### config.mk
export PLATFORM = sky130hd
export DESIGN_NAME = aes_input_loader_flat
export DESIGN_NICKNAME = d
export VERILOG_FILES = /design/src/rtl/aes_input_loader_pkg.sv /design/src/rtl/aes_input_loader_if.sv /design/src/rtl/aes_input_loader_block_shifter.sv /design/src/rtl/aes_input_loader.sv /design/src/flat_wrapper.sv
export SDC_FILE = /design/constraint.sdc
export NUM_CORES = 1
export LEC_CHECK = 0
export BUFFER_PORTS_ARGS = -buffer_cell sky130_fd_sc_hd__buf_2
export CAP_MARGIN = 15
export CORE_UTILIZATION = 45
export DETAILED_ROUTE_END_ITERATION = 7
export PLACE_DENSITY = 0.79
export SYNTH_ARGS = -nofsm -noshare
export SYNTH_HDL_FRONTEND = slang
export SYNTH_SLANG_ARGS = --single-unit
### constraint.sdc
create_clock -name clk -period 3.08 [get_ports clk]
set_input_delay 0.616 -clock clk [delete_from_list [all_inputs] [get_ports clk]]
set_output_delay 0.616 -clock clk [all_outputs]
set_load 0.01 [all_outputs]
### src/rtl/aes_input_loader_pkg.sv
`default_nettype none
// ============================================================================
// Package     : aes_loader_pkg
// Description : Shared definitions for the AES byte-serial input loader:
//               loader states, command byte field positions, reserved-bit
//               mask, block geometry and a command-rejection helper.
// Revision    : 1.0 - initial release
// ============================================================================
package aes_loader_pkg;

  // Bytes per key block and per data block. Fixed by the AES datapath.
  localparam int BYTES_PER_BLOCK = 16;
  localparam int BLOCK_BITS      = BYTES_PER_BLOCK * 8;

  // Command byte layout
  localparam int         CMD_SEL_BIT   = 0;
  localparam int         CMD_REUSE_BIT = 1;
  // Bits that must always be zero. Bit1 is added to this set when key
  // reuse is compiled out (see aes_input_loader).
  localparam logic [7:0] CMD_RSVD_MASK = 8'hFC;

  // Byte counter value of the last byte of a block
  localparam logic [3:0] CNT_LAST = 4'(BYTES_PER_BLOCK - 1);

  typedef enum logic [2:0] {
    IDLE  = 3'd0,
    KEY   = 3'd1,
    DATA  = 3'd2,
    START = 3'd3,
    BUSY  = 3'd4
  } state_t;

  // A command is rejected when any bit covered by the mask is set.
  function automatic logic cmd_rejected(input logic [7:0] cmd,
                                        input logic [7:0] mask);
    return |(cmd & mask);
  endfunction

endpackage
`default_nettype wire

### src/rtl/aes_input_loader_if.sv
`default_nettype none
// ============================================================================
// Interface   : aes_input_loader_if
// Description : Byte stream and AES core handoff signals of the input loader.
//               master : byte source / output side (drives in_byte, in_valid,
//                        done; observes everything else)
//               slave  : the loader itself
// Signals     : in_byte[7:0]  incoming byte
//               in_valid      in_byte valid this cycle
//               in_ready      loader accepts a byte this cycle
//               key[127:0]    assembled key, first byte in [127:120]
//               data[127:0]   assembled PT/CT block, first byte in [127:120]
//               sel           1 = encrypt, 0 = decrypt
//               start         one-cycle start pulse to the AES core
//               done          completion from the output side
//               err           one-cycle pulse on a rejected command byte
// Revision    : 1.0 - initial release
// ============================================================================
interface aes_input_loader_if;

  logic [7:0]   in_byte;
  logic         in_valid;
  logic         in_ready;
  logic [127:0] key;
  logic [127:0] data;
  logic         sel;
  logic         start;
  logic         done;
  logic         err;

  modport master (
    output in_byte, in_valid, done,
    input  in_ready, key, data, sel, start, err
  );

  modport slave (
    input  in_byte, in_valid, done,
    output in_ready, key, data, sel, start, err
  );

endinterface
`default_nettype wire

### src/rtl/aes_input_loader_block_shifter.sv
`default_nettype none
// ============================================================================
// Module      : block_shifter
// Description : Byte-wide shift register holding one AES block. Each enabled
//               cycle shifts the block left by one byte and appends din in
//               the low byte, so the first byte loaded ends up in the top
//               byte once a full block has been shifted in.
// Ports       : clk          system clock
//               clr          synchronous clear, active-high (wins over en)
//               en           shift enable
//               din[7:0]     byte to append
//               q[N*8-1:0]   block contents
// Revision    : 1.0 - initial release
// ============================================================================
module block_shifter
  import aes_loader_pkg::*;
#(
  parameter int NBYTES = BYTES_PER_BLOCK
) (
  input  logic                  clk,
  input  logic                  clr,
  input  logic                  en,
  input  logic [7:0]            din,
  output logic [NBYTES*8-1:0]   q
);

  always_ff @(posedge clk) begin
    if (clr) begin
      q <= '0;
    end else if (en) begin
      q <= {q[NBYTES*8-9:0], din};
    end
  end

endmodule
`default_nettype wire

### src/rtl/aes_input_loader.sv
`default_nettype none
// ============================================================================
// Module      : aes_input_loader
// Description : Byte-serial front end of the AES datapath. Accepts a framed
//               stream (command, 16 key bytes, 16 data bytes), assembles the
//               128-bit key and data words, registers the mode select and
//               issues a one-cycle start. The next frame is held off until
//               the output side signals done.
// Macro       : AES_KEY_REUSE_EN - when defined, command bit1 skips the key
//               phase and reuses the previously loaded key (17-byte frame).
//               When undefined, bit1 is a reserved bit and is rejected.
// Ports       : clk          system clock, rising edge
//               rst          synchronous reset, active-high
//               bus          aes_input_loader_if.slave (byte stream in,
//                            key/data/sel/start/err out, done in)
// Revision    : 1.0 - initial release
// ============================================================================
module aes_input_loader
  import aes_loader_pkg::*;
(
  input  logic                clk,
  input  logic                rst,
  aes_input_loader_if.slave   bus
);

`ifdef AES_KEY_REUSE_EN
  localparam logic [7:0] RSVD_MASK = CMD_RSVD_MASK;
`else
  localparam logic [7:0] RSVD_MASK = CMD_RSVD_MASK | (8'h01 << CMD_REUSE_BIT);
`endif

  state_t         state;
  logic [3:0]     byte_cnt;
  logic           sel_q;
  logic           start_q;
  logic           err_q;
  logic           accepting;
  logic           xfer;
  logic           key_shift;
  logic           data_shift;
  logic [127:0]   key_q;
  logic [127:0]   data_q;

  // Readiness depends on state only; reset gates it off combinationally so
  // no byte is taken while rst is held.
  assign accepting   = (state == IDLE) || (state == KEY) || (state == DATA);
  assign bus.in_ready = accepting && !rst;
  assign xfer        = bus.in_valid && bus.in_ready;

  assign key_shift   = xfer && (state == KEY);
  assign data_shift  = xfer && (state == DATA);

  // --------------------------------------------------------------------------
  // Control FSM with registered sel/start/err
  // --------------------------------------------------------------------------
  always_ff @(posedge clk) begin
    if (rst) begin
      state    <= IDLE;
      byte_cnt <= '0;
      sel_q    <= 1'b0;
      start_q  <= 1'b0;
      err_q    <= 1'b0;
    end else begin
      start_q <= 1'b0;
      err_q   <= 1'b0;
      case (state)
        IDLE: begin
          if (xfer) begin
            if (cmd_rejected(bus.in_byte, RSVD_MASK)) begin
              err_q <= 1'b1;
            end else begin
              sel_q    <= bus.in_byte[CMD_SEL_BIT];
              byte_cnt <= '0;
`ifdef AES_KEY_REUSE_EN
              state    <= bus.in_byte[CMD_REUSE_BIT] ? DATA : KEY;
`else
              state    <= KEY;
`endif
            end
          end
        end

        KEY: begin
          if (xfer) begin
            // 4-bit counter wraps 15 -> 0 on its own, leaving it cleared
            // for the data phase.
            byte_cnt <= byte_cnt + 4'd1;
            if (byte_cnt == CNT_LAST) begin
              state <= DATA;
            end
          end
        end

        DATA: begin
          if (xfer) begin
            byte_cnt <= byte_cnt + 4'd1;
            if (byte_cnt == CNT_LAST) begin
              state   <= START;
              start_q <= 1'b1;
            end
          end
        end

        START: begin
          // done in this cycle is deliberately not looked at
          state <= BUSY;
        end

        BUSY: begin
          if (bus.done) begin
            state <= IDLE;
          end
        end

        default: begin
          state <= IDLE;
        end
      endcase
    end
  end

  // --------------------------------------------------------------------------
  // Key and data assembly
  // --------------------------------------------------------------------------
  block_shifter #(
    .NBYTES (BYTES_PER_BLOCK)
  ) u_key_shifter (
    .clk    (clk),
    .clr    (rst),
    .en     (key_shift),
    .din    (bus.in_byte),
    .q      (key_q)
  );

  block_shifter #(
    .NBYTES (BYTES_PER_BLOCK)
  ) u_data_shifter (
    .clk    (clk),
    .clr    (rst),
    .en     (data_shift),
    .din    (bus.in_byte),
    .q      (data_q)
  );

  assign bus.key   = key_q;
  assign bus.data  = data_q;
  assign bus.sel   = sel_q;
  assign bus.start = start_q;
  assign bus.err   = err_q;

endmodule
`default_nettype wire

### src/flat_wrapper.sv
// flat-port wrapper written by rule: the top's interface ports become plain ports
module aes_input_loader_flat import aes_loader_pkg::*;
  (clk, rst, bus_in_byte, bus_in_valid, bus_done, bus_in_ready, bus_key, bus_data, bus_sel, bus_start, bus_err);
  aes_input_loader_if bus_i ();
  input  logic clk;
  input  logic rst;
  input wire logic [$bits(bus_i.in_byte)-1:0] bus_in_byte;
  input wire logic [$bits(bus_i.in_valid)-1:0] bus_in_valid;
  input wire logic [$bits(bus_i.done)-1:0] bus_done;
  output wire logic [$bits(bus_i.in_ready)-1:0] bus_in_ready;
  output wire logic [$bits(bus_i.key)-1:0] bus_key;
  output wire logic [$bits(bus_i.data)-1:0] bus_data;
  output wire logic [$bits(bus_i.sel)-1:0] bus_sel;
  output wire logic [$bits(bus_i.start)-1:0] bus_start;
  output wire logic [$bits(bus_i.err)-1:0] bus_err;
  assign bus_i.in_byte = bus_in_byte;
  assign bus_i.in_valid = bus_in_valid;
  assign bus_i.done = bus_done;
  assign bus_in_ready = bus_i.in_ready;
  assign bus_key = bus_i.key;
  assign bus_data = bus_i.data;
  assign bus_sel = bus_i.sel;
  assign bus_start = bus_i.start;
  assign bus_err = bus_i.err;
  aes_input_loader u_core (.clk(clk), .rst(rst), .bus(bus_i));
endmodule
* After elaboration in Yosys (flattened, before gate mapping)
Index checks and enable logic that the tools add are counted.
Storage, ports and cells: output and inout port bits 260, input port bits 12, logic and storage cells 55, register bits after elaboration 266
Cells by class: add/sub/neg operators 1, muxes and demuxes 14, bitwise logic cells 4, reductions and logical operators 16, eq/ne operators 13
Operators by type and width (number):
- 3-bit 2-to-1 mux | 7
- 3-bit case mux with 5 select lines | 1
- 4-bit 2-to-1 mux | 3
- 2-bit by 1-bit != test with 1-bit output, second input constant | 4
- 2-bit != test, second input constant | 4
- 4-bit case mux with 2 select lines | 1
- 7-bit AND reduction | 1
- 7-bit OR reduction | 1
- 3-bit by 2-bit equality test with 1-bit output, second input constant | 2
- 3-bit OR reduction | 2
- 4-bit by 1-bit adder with 4-bit output, second input constant | 1
- 4-bit equality test, second input constant | 1
- 1-bit logical AND | 4
- 1-bit NOT | 4
- 4-bit AND reduction | 1
- 3-bit by 1-bit equality test with 1-bit output, second input constant | 1
- 3-bit equality test, second input constant | 1
- 3-bit logical NOT | 1
- 3-bit AND reduction | 1
- 1-bit logical OR | 2
- 1-bit 2-to-1 mux | 2
- 2-bit nonzero test | 1
- 2-bit OR reduction | 1
- 1-bit logical NOT | 1

* Logic depth before layout (Yosys ltp)
word-level depth 7, gate-level depth with buffers 8, depth with buffers taken out 5

* Hierarchy
A second synthesis with hierarchy kept.
Unflattened totals: cells, all modules 887, area, all modules 9894.5 um^2
Modules (own cells, without submodules):
- block_shifter | sequential area each 2562.5 um^2, instances 2, area each 4652.0 um^2, cells each 412
- aes_input_loader | sequential area each 200.2 um^2, instances 1, area each 590.6 um^2, cells each 63

* Worst setup path after synthesis
OpenSTA, ideal clock, no wires.
path type input -> register, from input bus_in_byte[4], to register u_core.byte_cnt[3], cell stages on the path 4, slack 1.261 ns, setup time 0.135 ns, arrival 1.684 ns, cell sequence nor4_1 a211oi_1 o311ai_0 o41ai_1
Between the ends: cells in the longest elaborated chain, start to end 3
Ends and longest elaborated chain:
- start, declared | RTL line flat_wrapper.sv:7 | input wire logic [$bits(bus_i.in_byte)-1:0] bus_in_byte;
- 7-bit OR reduction | RTL line aes_input_loader_pkg.sv:36 | return |(cmd & mask);
- 2-bit != test (no source line)
- 4-bit AND reduction (no source line)
- end signal, assigned | RTL line aes_input_loader.sv:87 | byte_cnt <= byte_cnt + 4'd1;
- end signal, assigned | RTL line aes_input_loader.sv:96 | byte_cnt <= byte_cnt + 4'd1;
- end, declared | RTL line aes_input_loader.sv:33 | logic [3:0] byte_cnt;
Every way passes these cells. A chain may end at the register's enable or synchronous reset.

* Worst setup path after layout
from register u_core.state[1], to output bus_in_ready
Between the ends: cells in the longest elaborated chain, start to end 4, elaborated cells between the ends (all ways) 6, classes of those cells 2 x eq/ne; 4 x reduce/logical
Ends and longest elaborated chain:
- start, declared | RTL line aes_input_loader.sv:32 | state_t state;
- start signal, assigned | RTL line aes_input_loader.sv:58 | state <= IDLE;
- start signal, assigned | RTL line aes_input_loader.sv:77 | state <= KEY;
- start signal, assigned | RTL line aes_input_loader.sv:89 | state <= DATA;
- 3-bit by 1-bit equality test with 1-bit output or 3-bit logical NOT (tied branches) | RTL line aes_input_loader.sv:46 | assign accepting = (state == IDLE) || (state == KEY) || (state == DATA);
- 1-bit logical OR | RTL line aes_input_loader.sv:46
- 1-bit logical OR (*) | RTL line aes_input_loader.sv:46
- 1-bit logical AND (*) | RTL line aes_input_loader.sv:47 | assign bus.in_ready = accepting && !rst;
- end, declared | RTL line flat_wrapper.sv:10 | output wire logic [$bits(bus_i.in_ready)-1:0] bus_in_ready;
Every way passes the cells marked *; elsewhere a longest branch is shown, timed or not.

==> impl_metrics.sql <==
INSERT INTO impl_metrics (metric_group, metric, value, unit) VALUES
('run_status', 'result_of_the_run', 'finished clean', ''),
('critical_path', 'worst_path_largest_cell_delay', '0.46', 'ns'),
('place', 'routabilityCongestion', '0.805', ''),
('drt', 'drtPass1Iterations', '5', ''),
('synthesis', 'synthesis.instances', '1174', ''),
('critical_path', 'path_cells', 'a211o_1, inv_1, buf_2', ''),
('sta', 'hold_viol', '0', ''),
('sta', 'totalNegativeSetupSlack', '0', 'ns'),
('global_routing', 'initial_antenna_violation_count', '2', ''),
('clocking', 'h_tree_lvl_count', '1', ''),
('finish', 'seq_area', '5330', 'sq um'),
('sta', 'max_freq', '0.420', 'GHz'),
('drt', 'wirelength', '23300', 'um'),
('drt', 'route.detailed.drc', '0', ''),
('synthesis', 'syn_area_per_cell', '8.00', 'sq um'),
('synthesis', 'synth_seq_cells', '266', ''),
('worst_hold_path', 'worstHoldPathType', 'in2reg', ''),
('clocking', 'tritoncts', 'yes', ''),
('clocking', 'cts_hold_buffers', '0', ''),
('clocking', 'cts-root-buf', 'sky130_fd_sc_hd__clkbuf_16', ''),
('synthesis', 'yosysMostFrequentCell', 'sky130_fd_sc_hd__nand2_1', ''),
('synthesis', 'synthTopCellsByCount', '515 x sky130_fd_sc_hd__nand2_1, 266 x sky130_fd_sc_hd__dfxtp_1, 259 x sky130_fd_sc_hd__a21oi_1, 34 x sky130_fd_sc_hd__clkbuf_1, 29 x sky130_fd_sc_hd__buf_2', ''),
('floorplan', 'fp.dieArea', '21500', 'sq um'),
('clocking', 'number_of_resized_instances_in_the_post_cts_repair_step', '0', ''),
('power', 'vdd_ir_drop_max', '0.404', 'mV'),
('global_routing', 'first_global_vias', '7510', ''),
('synthesis', 'postSynth.asyncResetShare', '0', '%'),
('critical_path', 'cp_max_fo', '13', ''),
('clocking', 'tritoncts.num_buffers', '27', ''),
('critical_path', 'worst_path_dominant_cell_family', 'flip-flops', ''),
('sta', 'maximum_clock_skew_at_final_layout', '0.0155', 'ns'),
('floorplan', 'chipWidth', '147', 'um'),
('synthesis', 'dominantRegCellSynth', 'sky130_fd_sc_hd__dfxtp_1', ''),
('drt', 'wire_per_inst', '13.9', 'um'),
('critical_path', 'critical_path_arrival', '1.77', 'ns'),
('synthesis', 'synth_edf_count', '0', ''),
('synthesis', 'syn_nets', '1187', ''),
('clocking', 'worst_skew_pair_later_pin_latency', '0.53', 'ns'),
('floorplan', 'floorplan.initialDensity', '46.1', '%'),
('power', 'total_leakage_power', '0.00472', 'uW'),
('clocking', 'post_cts_setup_buffer_count', '0', ''),
('critical_path', 'end_kind', 'output port', ''),
('drt', 'routed_via_density', '5.02', ''),
('synthesis', 'fraction_of_post_synthesis_cell_area_in_the_top_cell_type_by_area', '56.7', '%'),
('sta', 'finalMaxSlewViolations', '0', ''),
('sta', 'grt_setup_unrepaired', 'false', ''),
('sta', 'tightest_slew', '0.815', 'ns'),
('finish', 'final_net_count', '1406', ''),
('synthesis', 'netlist.top_cell.by_area', 'sky130_fd_sc_hd__dfxtp_1', ''),
('global_routing', 'grt_overall_usage', '20.7', '%'),
('critical_path', 'setup.worst_path.class', 'reg2out', ''),
('finish', 'layout.filler_cells', '1816', ''),
('drt', 'ant_nets', '0', ''),
('floorplan', 'core.rowCount', '52', ''),
('global_routing', 'global_route_congestion_overflow_total', '0', ''),
('critical_path', 'critical_path_required', '2.46', 'ns'),
('sta', 'finalSetupViolations', '0', ''),
('critical_path', 'cp.buffers_inverters', '2', ''),
('drt', 'detailedRoute.firstIterationViolations', '500', ''),
('power', 'powerDensity', '580', 'nW/um^2'),
('global_routing', 'grt_start_max_net_pins', '187', ''),
('global_routing', 'grt_pass1_wl', '37300', 'um'),
('floorplan', 'ioPinCount', '272', ''),
('synthesis', 'yosysUniqueCellTypes', '33', ''),
('synthesis', 'seq_area_frac_synth', '56.7', '%'),
('synthesis', 'synth_area_leaders', 'sky130_fd_sc_hd__dfxtp_1 57%, sky130_fd_sc_hd__nand2_1 21%, sky130_fd_sc_hd__a21oi_1 14%', ''),
('critical_path', 'worst_setup_path_start_kind', 'register', ''),
('clocking', 'cts.sinks', '266', ''),
('sta', 'final_period_minus_worst_setup_slack', '2.38', 'ns'),
('sta', 'maxSlewHeadroom', '45.7', '%'),
('synthesis', 'synth.cell_area', '9400', 'sq um');
## cell usage in the layout (no fill, tap or decap), types with 2 or more instances in the layout
| cell | n |
|---|---|
| sky130_fd_sc_hd__nand2_1 | 515 |
| sky130_fd_sc_hd__buf_2 | 270 |
| sky130_fd_sc_hd__dfxtp_1 | 266 |
| sky130_fd_sc_hd__a21oi_1 | 259 |
| sky130_fd_sc_hd__clkbuf_16 | 27 |
| sky130_fd_sc_hd__clkbuf_8 | 11 |
| sky130_fd_sc_hd__clkbuf_1 | 6 |
| sky130_fd_sc_hd__buf_12 | 6 |
| sky130_fd_sc_hd__nor3_1 | 4 |
| sky130_fd_sc_hd__nor2_1 | 4 |
| sky130_fd_sc_hd__o21ai_0 | 4 |
| sky130_fd_sc_hd__inv_1 | 3 |
| sky130_fd_sc_hd__nand4b_1 | 3 |
| sky130_fd_sc_hd__a211oi_1 | 3 |
| sky130_fd_sc_hd__diode_2 | 2 |
| sky130_fd_sc_hd__o311ai_0 | 2 |
| sky130_fd_sc_hd__nand3b_1 | 2 |
| sky130_fd_sc_hd__nand2b_1 | 2 |
| sky130_fd_sc_hd__mux2i_1 | 2 |
## per-stage QoR
step / worst slack [ns] / hold WS, ns / util [%] / cells / total power [uW]
floorplan: 1.26 / 0.435 / - / 1174 / 3570
global placement: 0.612 / 0.438 / 52.7 / 1634 / 3600
detailed placement: 0.573 / 0.444 / 52.7 / 1634 / 3600
CTS: 0.671 / 0.332 / 57.0 / 1680 / 6810
global route: 0.610 / 0.349 / 57.1 / 1682 / 6970
finish: 0.697 / 0.355 / 57.1 / 1682 / 6740
## registers in the layout, indices dropped and copies added (netlist names)
name / flops
u_core.bus.err: 1
u_core.u_key_shifter.q: 128
u_core.u_data_shifter.q: 128
u_core.byte_cnt: 4
u_core.bus.start: 1
u_core.state: 3
u_core.bus.sel: 1
## worst register-to-register path, cell delays in order (launching register included)
cell,delay [ns]
sky130_fd_sc_hd__dfxtp_1,0.62
sky130_fd_sc_hd__a211o_1,0.30
sky130_fd_sc_hd__inv_1,0.13
sky130_fd_sc_hd__nand4b_1,0.17
sky130_fd_sc_hd__buf_12,0.40
sky130_fd_sc_hd__nand2_1,0.23
sky130_fd_sc_hd__a21oi_1,0.16
## layer usage
layer / global-route usage (%) / part of all wire [%]
met5: 0 / 0
met4: 8.54 / 3.3
met3: 5.53 / 7.7
met2: 33.2 / 47
met1: 26.5 / 42
## power breakdown
part | total (uW) | switching (uW) | leakage [uW] | internal [uW]
registers | 3440 | 0.253 | 0.00214 | 3440
logic | 86.5 | 71.6 | 0.00215 | 14.9
clock network | 3220 | 1290 | 0.000431 | 1930
total | 6740 | 1360 | 0.00472 | 5380
## layout make-up
type,count,area share (%)
diodes,2,0.0431
inverters,3,0.0969
multi-input cells,817,30.7
clock inverters,3,0.398
flip-flops and latches,266,45.8
clock buffers,43,7.19
repair buffers,278,12.8
well taps,270,2.91
## kinds of logic (layout without fill, tap and decap cells)
family	after synthesis	in the layout	share of synthesized area, %
AOI/OAI and AO/OA	272	272	14.8
DFF	266	266	56.7
buffers and inverters	91	327	5.54
other	0	2	0
and+or+nand+nor	541	541	22.5
adders and majority gates	1	1	0.133
xor gates and xnor gates	1	1	0.0932
muxes	2	2	0.213
## worst paths after layout
| kind | from | to | slack (ns) | cells after the start |
|---|---|---|---|---|
| max reg2reg | u_core.state[1] | u_core.u_key_shifter.q[76] | 0.99 | 6 |
| max | u_core.state[1] | bus_in_ready | 0.70 | 3 |
| min reg2reg | u_core.u_key_shifter.q[120] | u_core.u_key_shifter.q[120] | 0.45 | 2 |
| min | bus_in_byte[1] | u_core.u_data_shifter.q[1] | 0.35 | 3 |
(Power assumes the default switching activity.)
